<file path="src/rtl/traffic_lamp_renderer.sv">
// Two-stage VGA lamp renderer: draws a row of square lamps coloured from a
// per-frame latched state code, with an optional frame-counted blink.
module traffic_lamp_renderer #(
  parameter int unsigned NUM_LAMPS    = 3,
  parameter int unsigned LAMP_SIZE    = 80,
  parameter int unsigned LAMP_PITCH   = 225,
  parameter int unsigned ORIGIN_X     = 50,
  parameter int unsigned ORIGIN_Y     = 350,
  parameter int unsigned BLINK_FRAMES = 30,
  parameter logic [3:0]  OFF_LEVEL    = 4'h3
) (
  input  logic                   clk,
  input  logic                   reset,
  input  logic                   pixel_tick,
  input  logic                   video_on,
  input  logic                   frame_start,
  input  logic [9:0]             x,
  input  logic [9:0]             y,
  input  logic [2*NUM_LAMPS-1:0] lamp_state,
  input  logic [NUM_LAMPS-1:0]   lamp_blink,
  output logic                   shape_active,
  output logic [3:0]             shape_r,
  output logic [3:0]             shape_g,
  output logic [3:0]             shape_b
);

  localparam int unsigned IDX_W = (NUM_LAMPS > 1) ? $clog2(NUM_LAMPS) : 1;
  localparam int unsigned CNT_W = (BLINK_FRAMES > 1) ? $clog2(BLINK_FRAMES) : 1;
  localparam int unsigned CW    = 12;

  localparam logic [CW-1:0]    Y_LO     = CW'(ORIGIN_Y);
  localparam logic [CW-1:0]    Y_HI     = CW'(ORIGIN_Y + LAMP_SIZE);
  localparam logic [CNT_W-1:0] CNT_LAST = CNT_W'(BLINK_FRAMES - 1);

  localparam logic [1:0] CODE_OFF    = 2'b00;
  localparam logic [1:0] CODE_RED    = 2'b01;
  localparam logic [1:0] CODE_YELLOW = 2'b10;
  localparam logic [1:0] CODE_GREEN  = 2'b11;

  function automatic logic [CW-1:0] lamp_lo(input int unsigned i);
    return CW'(ORIGIN_X + i * LAMP_PITCH);
  endfunction

  function automatic logic [CW-1:0] lamp_hi(input int unsigned i);
    return CW'(ORIGIN_X + i * LAMP_PITCH + LAMP_SIZE);
  endfunction

  logic [2*NUM_LAMPS-1:0] shadow_state;
  logic [NUM_LAMPS-1:0]   shadow_blink;
  logic [CNT_W-1:0]       blink_cnt;
  logic                   blink_phase;

  logic                   s1_valid;
  logic                   s1_hit;
  logic [IDX_W-1:0]       s1_idx;
  logic                   s1_video;

  logic [CW-1:0]          x_ext_c;
  logic [CW-1:0]          y_ext_c;
  logic                   y_in_row_c;
  logic                   hit_c;
  logic [IDX_W-1:0]       idx_c;

  logic [1:0]             sel_code_c;
  logic                   sel_blink_c;
  logic                   lit_c;
  logic                   shown_c;
  logic [3:0]             r_c;
  logic [3:0]             g_c;
  logic [3:0]             b_c;

  // Lamp state is latched only at frame boundaries so a frame never tears.
  always_ff @(posedge clk) begin
    if (reset) begin
      shadow_state <= '0;
      shadow_blink <= '0;
    end else if (frame_start) begin
      shadow_state <= lamp_state;
      shadow_blink <= lamp_blink;
    end
  end

  always_ff @(posedge clk) begin
    if (reset) begin
      blink_cnt   <= '0;
      blink_phase <= 1'b1;
    end else if (frame_start) begin
      if (blink_cnt == CNT_LAST) begin
        blink_cnt   <= '0;
        blink_phase <= ~blink_phase;
      end else begin
        blink_cnt <= blink_cnt + CNT_W'(1);
      end
    end
  end

  // Bounds are widened to 12 bits so lamps past column 1023 cannot wrap.
  assign x_ext_c    = {2'b00, x};
  assign y_ext_c    = {2'b00, y};
  assign y_in_row_c = (y_ext_c >= Y_LO) && (y_ext_c < Y_HI);

  // Lowest-numbered lamp wins when lamps overlap.
  always_comb begin
    hit_c = 1'b0;
    idx_c = '0;
    for (int unsigned i = 0; i < NUM_LAMPS; i++) begin
      if (!hit_c && y_in_row_c && (x_ext_c >= lamp_lo(i)) && (x_ext_c < lamp_hi(i))) begin
        hit_c = 1'b1;
        idx_c = IDX_W'(i);
      end
    end
  end

  always_ff @(posedge clk) begin
    if (reset) begin
      s1_valid <= 1'b0;
      s1_hit   <= 1'b0;
      s1_idx   <= '0;
      s1_video <= 1'b0;
    end else if (pixel_tick) begin
      s1_valid <= 1'b1;
      s1_hit   <= hit_c;
      s1_idx   <= idx_c;
      s1_video <= video_on;
    end
  end

  // Index compare against each lamp keeps the shadow read in range.
  always_comb begin
    sel_code_c  = CODE_OFF;
    sel_blink_c = 1'b0;
    for (int unsigned i = 0; i < NUM_LAMPS; i++) begin
      if (s1_idx == IDX_W'(i)) begin
        sel_code_c  = shadow_state[2*i +: 2];
        sel_blink_c = shadow_blink[i];
      end
    end
  end

  assign lit_c   = (sel_code_c != CODE_OFF) && (!sel_blink_c || blink_phase);
  assign shown_c = s1_valid && s1_video && s1_hit;

  always_comb begin
    r_c = 4'h0;
    g_c = 4'h0;
    b_c = 4'h0;
    if (shown_c) begin
      if (lit_c) begin
        unique case (sel_code_c)
          CODE_RED:    r_c = 4'hF;
          CODE_YELLOW: begin
            r_c = 4'hF;
            g_c = 4'hF;
          end
          CODE_GREEN:  g_c = 4'hF;
          default: begin
            r_c = 4'h0;
            g_c = 4'h0;
            b_c = 4'h0;
          end
        endcase
      end else begin
        r_c = OFF_LEVEL;
        g_c = OFF_LEVEL;
        b_c = OFF_LEVEL;
      end
    end
  end

  always_ff @(posedge clk) begin
    if (reset) begin
      shape_active <= 1'b0;
      shape_r      <= 4'h0;
      shape_g      <= 4'h0;
      shape_b      <= 4'h0;
    end else if (pixel_tick) begin
      shape_active <= shown_c;
      shape_r      <= r_c;
      shape_g      <= g_c;
      shape_b      <= b_c;
    end
  end

endmodule

</file>
<file path="config.mk">
export PLATFORM = sky130hd
export DESIGN_NAME = traffic_lamp_renderer
export DESIGN_NICKNAME = d
export VERILOG_FILES = /design/src/rtl/traffic_lamp_renderer.sv
export SDC_FILE = /design/constraint.sdc
export NUM_CORES = 1
export LEC_CHECK = 0
export ABC_AREA = 1
export CAP_MARGIN = 0
export CORE_MARGIN = 4
export CORE_UTILIZATION = 34
export DETAILED_ROUTE_END_ITERATION = 16
export GPL_ROUTABILITY_DRIVEN = 0
export HOLD_SLACK_MARGIN = 0.03
export MAX_ROUTING_LAYER = met4
export PLACE_DENSITY = 0.7
export RECOVER_POWER = 100
export SYNTH_ARGS = -nofsm -noshare
export SYNTH_HDL_FRONTEND = slang
export SYNTH_SLANG_ARGS = --single-unit
</file>
<file path="constraint.sdc">
create_clock -name clk -period 3.43 [get_ports clk]
set_clock_uncertainty 0.15 [all_clocks]
set_input_delay 0.686 -clock clk [delete_from_list [all_inputs] [get_ports clk]]
set_output_delay 0.686 -clock clk [all_outputs]
set_load 0.01 [all_outputs]
</file>
==> results.tsv <==
stage	metric	value	unit
job	maxCapViolations	0	
setup_path	end_kind	register	
cts	path_clk_slew	0.09	ns
global_route	antenna_found_initial	0	
setup_path	slowest_stage	dlygate4sd3_1	
sta	rsz0062_at_grt	no	
cts	cts_post_setup_buffers_inserted	0	
cells_and_area	final_common_cell	nand2_1	
setup_path	cpPeakStageDelay	0.83	ns
synth	ys_ff_latch	26	
synth	yosysSeqAreaShare	34.7	%
sta	setup_ws	1.06	ns
setup_path	r2r_end	shape_r[2]	
synth	syn_area	1500	um2
setup_path	cp.buffers_inverters	3	
setup_path	critPathMaxFanout	16	
sta	period_share	69.1	%
sta	max_freq	422	MHz
setup_path	worst-r2r-cell-count	9	
drt	wl_per_cell	9.45	um
setup_path	path_delay_family	buffers and inverters	
worst_hold_path	hp-class	register to register	
setup_path	crit_start	frame_start	
sta	setup_violations	0	
cells_and_area	final-seq-area	520	um2
floorplanning	dieArea	5540	um2
sta	fin_tns_setup	0	ns
drt	vias_per_cell	4.43	
drt	num_vias	1414	
cts	cts_max_level	1	
setup_path	startpoint_type	primary input	
cts	insertion_delay	0.26	ns
cells_and_area	final_nets	309	
power	powerDensity	316	nW/um2
placed_design	dp_slack	0.947	ns
placed_design	dp_hpwl	2.42	mm
synth	ys_warn_count	0	
sta	hold_violations	0	
sta	finalCriticalPeriod	2.37	ns
setup_path	worst_ep_arrival_time	2.35	ns
cts	cts.sinks	26	
global_route	grt_pass1_vias	1217	
cells_and_area	area_growth	31.7	%
sta	drv_slew	0	
global_route	grt_overflow	0	
synth	synth_cells	232	
setup_path	crit_path_end	blink_cnt[1]	
setup_path	crit_required	3.41	ns
global_route	grt_pass1_wl	4.90	mm
setup_path	cp.depth	6	
setup_path	cp_common_cell	inv_1	
global_route	grt_max_degree	17	
setup_path	worstSetupPathType	primary input to register	
cells_and_area	multiInputGateArea	787	um2
drt	first_pass_iters	4	
floorplanning	core.rowCount	23	
cts	cts_hold_buf	0	
drt	drc	0	
cts	tritoncts	yes	
cts	clockRootBuffer	clkbuf_8	
setup_path	r2r_start	s1_idx[0]	
power	leakage	0.918	nW
cells_and_area	drive_gt1_share	4.09	%
power	ir_drop	0.170	mV
cells_and_area	fillers	444	
floorplanning	die_y	74.4	um
floorplanning	die-width	74.4	um
drt	ant_nets	0	
setup_path	path_cells	dlygate4sd3_1 -> inv_1 -> nor3_1 -> inv_1 -> nand2_1 -> a211oi_1	
cells_and_area	mostFrequentLayoutCells	nand2_1, nor2_1, inv_1	
floorplanning	start_util	36.2	%
cts	clockBufferDepth	2	
synth	avgSynthCellArea	6.47	um2
drt	drt_iter0_markers	63	
cts	cts_resized	0	
drt	drt_wl_total	3.01	mm
cells_and_area	antennaDiodeCount	0	
cts	cts_made_buffers	3	
floorplanning	num_io_pins	47	
global_route	grt_use_total	11.4	%
floorplanning	coreArea	4140	um2
cells_and_area	utilization	47.7	%
synth	ys_types	27	
placed_design	portBuffers	43	
outcome	status	finished clean	
setup_path	r2r_slack	1.69	ns
## power by group
part           internal (mW)  switching [mW]  total, mW  leakage, nW
clock network          0.102          0.0891      0.191       0.0288
logic                 0.0550          0.0551      0.110        0.675
registers              0.315         0.00881      0.324        0.213
total                  0.472           0.153      0.625        0.918
## metal layers
metal	GRT usage [%]	share of wire, %	wire, um	up-vias
li1	-	-	-	793
met1	14.5	50	1510	586
met2	17.6	42	1280	33
met3	2.03	6.2	187	2
met4	4.74	1.3	38	0
met5	-	0	0	-
## cell families (layout without fill, tap and decap cells)
group	Yosys count	after routing	synth area share, %
other cells	1	2	0.250
compound gates	33	33	12.0
simple gates	123	123	35.2
buf+inv	43	79	13.1
fa+ha+maj	5	5	4.17
xor+xnor	1	1	0.584
flops	26	26	34.7
## per-stage QoR
step | cell area (um2) | power (mW) | hold WS, ns | std cells
2_1_floorplan | 1500 | 0.390 | 0.295 | 233
3_3_place_gp | 1920 | 0.441 | 0.307 | 315
3_5_place_dp | 1920 | 0.442 | 0.313 | 315
4_1_cts | 1980 | 0.636 | 0.327 | 319
5_1_grt | 1980 | 0.662 | 0.359 | 319
6_report | 1980 | 0.625 | 0.321 | 319
## registers in the layout (all words and copies together), names as in the netlist
name,flops
shadow_state,6
blink_cnt,5
shadow_blink,3
s1_idx,2
shape_g,2
shape_r,2
blink_phase,1
s1_hit,1
s1_valid,1
s1_video,1
shape_active,1
shape_b,1
## area by class of cell
type / count / share of cell area (%)
clock buffers: 4 / 2.79
flip-flops and latches: 26 / 26.3
inverters: 32 / 6.08
multi-input cells: 164 / 39.8
repair buffers: 43 / 21.8
well taps: 50 / 3.17
## worst reg2reg max path, stage by stage (launching register included)
cell and delay (ns):
dfxtp_1 0.38, inv_1 0.05, nor2_1 0.16, nand2_1 0.07, nand3_1 0.13, inv_1 0.07
ha_1 0.29, nor2_1 0.15, nand3_1 0.09, a21oi_1 0.12
## Yosys cell counts
library cell / count / share of area, %
or2_1: 1 / 0.42
nand4_4: 1 / 1.4
and3_1: 2 / 0.83
nor2_1: 43 / 11
a31oi_1: 2 / 0.83
nor2_2: 3 / 1.3
a211oi_1: 1 / 0.50
a21oi_1: 12 / 4.0
inv_2: 1 / 0.25
nor3_1: 5 / 1.7
a21oi_2: 2 / 1.2
buf_6: 1 / 0.75
nand4_1: 1 / 0.42
inv_1: 31 / 7.8
or2_0: 1 / 0.42
o21bai_1: 1 / 0.50
ha_1: 5 / 4.2
nand3_1: 13 / 4.3
dfxtp_1: 26 / 35
conb_1: 1 / 0.25
o21ai_0: 15 / 5.0
buf_4: 7 / 3.5
xor2_1: 1 / 0.58
clkbuf_1: 2 / 0.50
buf_2: 1 / 0.33
nand3_2: 1 / 0.67
nand2_1: 52 / 13
## worst min path at each step
stage	end	start	slack (ns)	cells after the start
after global routing	shape_active	shape_active	0.36	2
after global placement	shape_active	shape_active	0.31	2
after detailed placement	shape_active	shape_active	0.31	2
after floorplan	blink_phase	blink_phase	0.29	1
final	shape_active	shape_active	0.32	2
after CTS	shape_active	shape_active	0.33	2
Note: power is estimated with default switching activity, not from simulation.
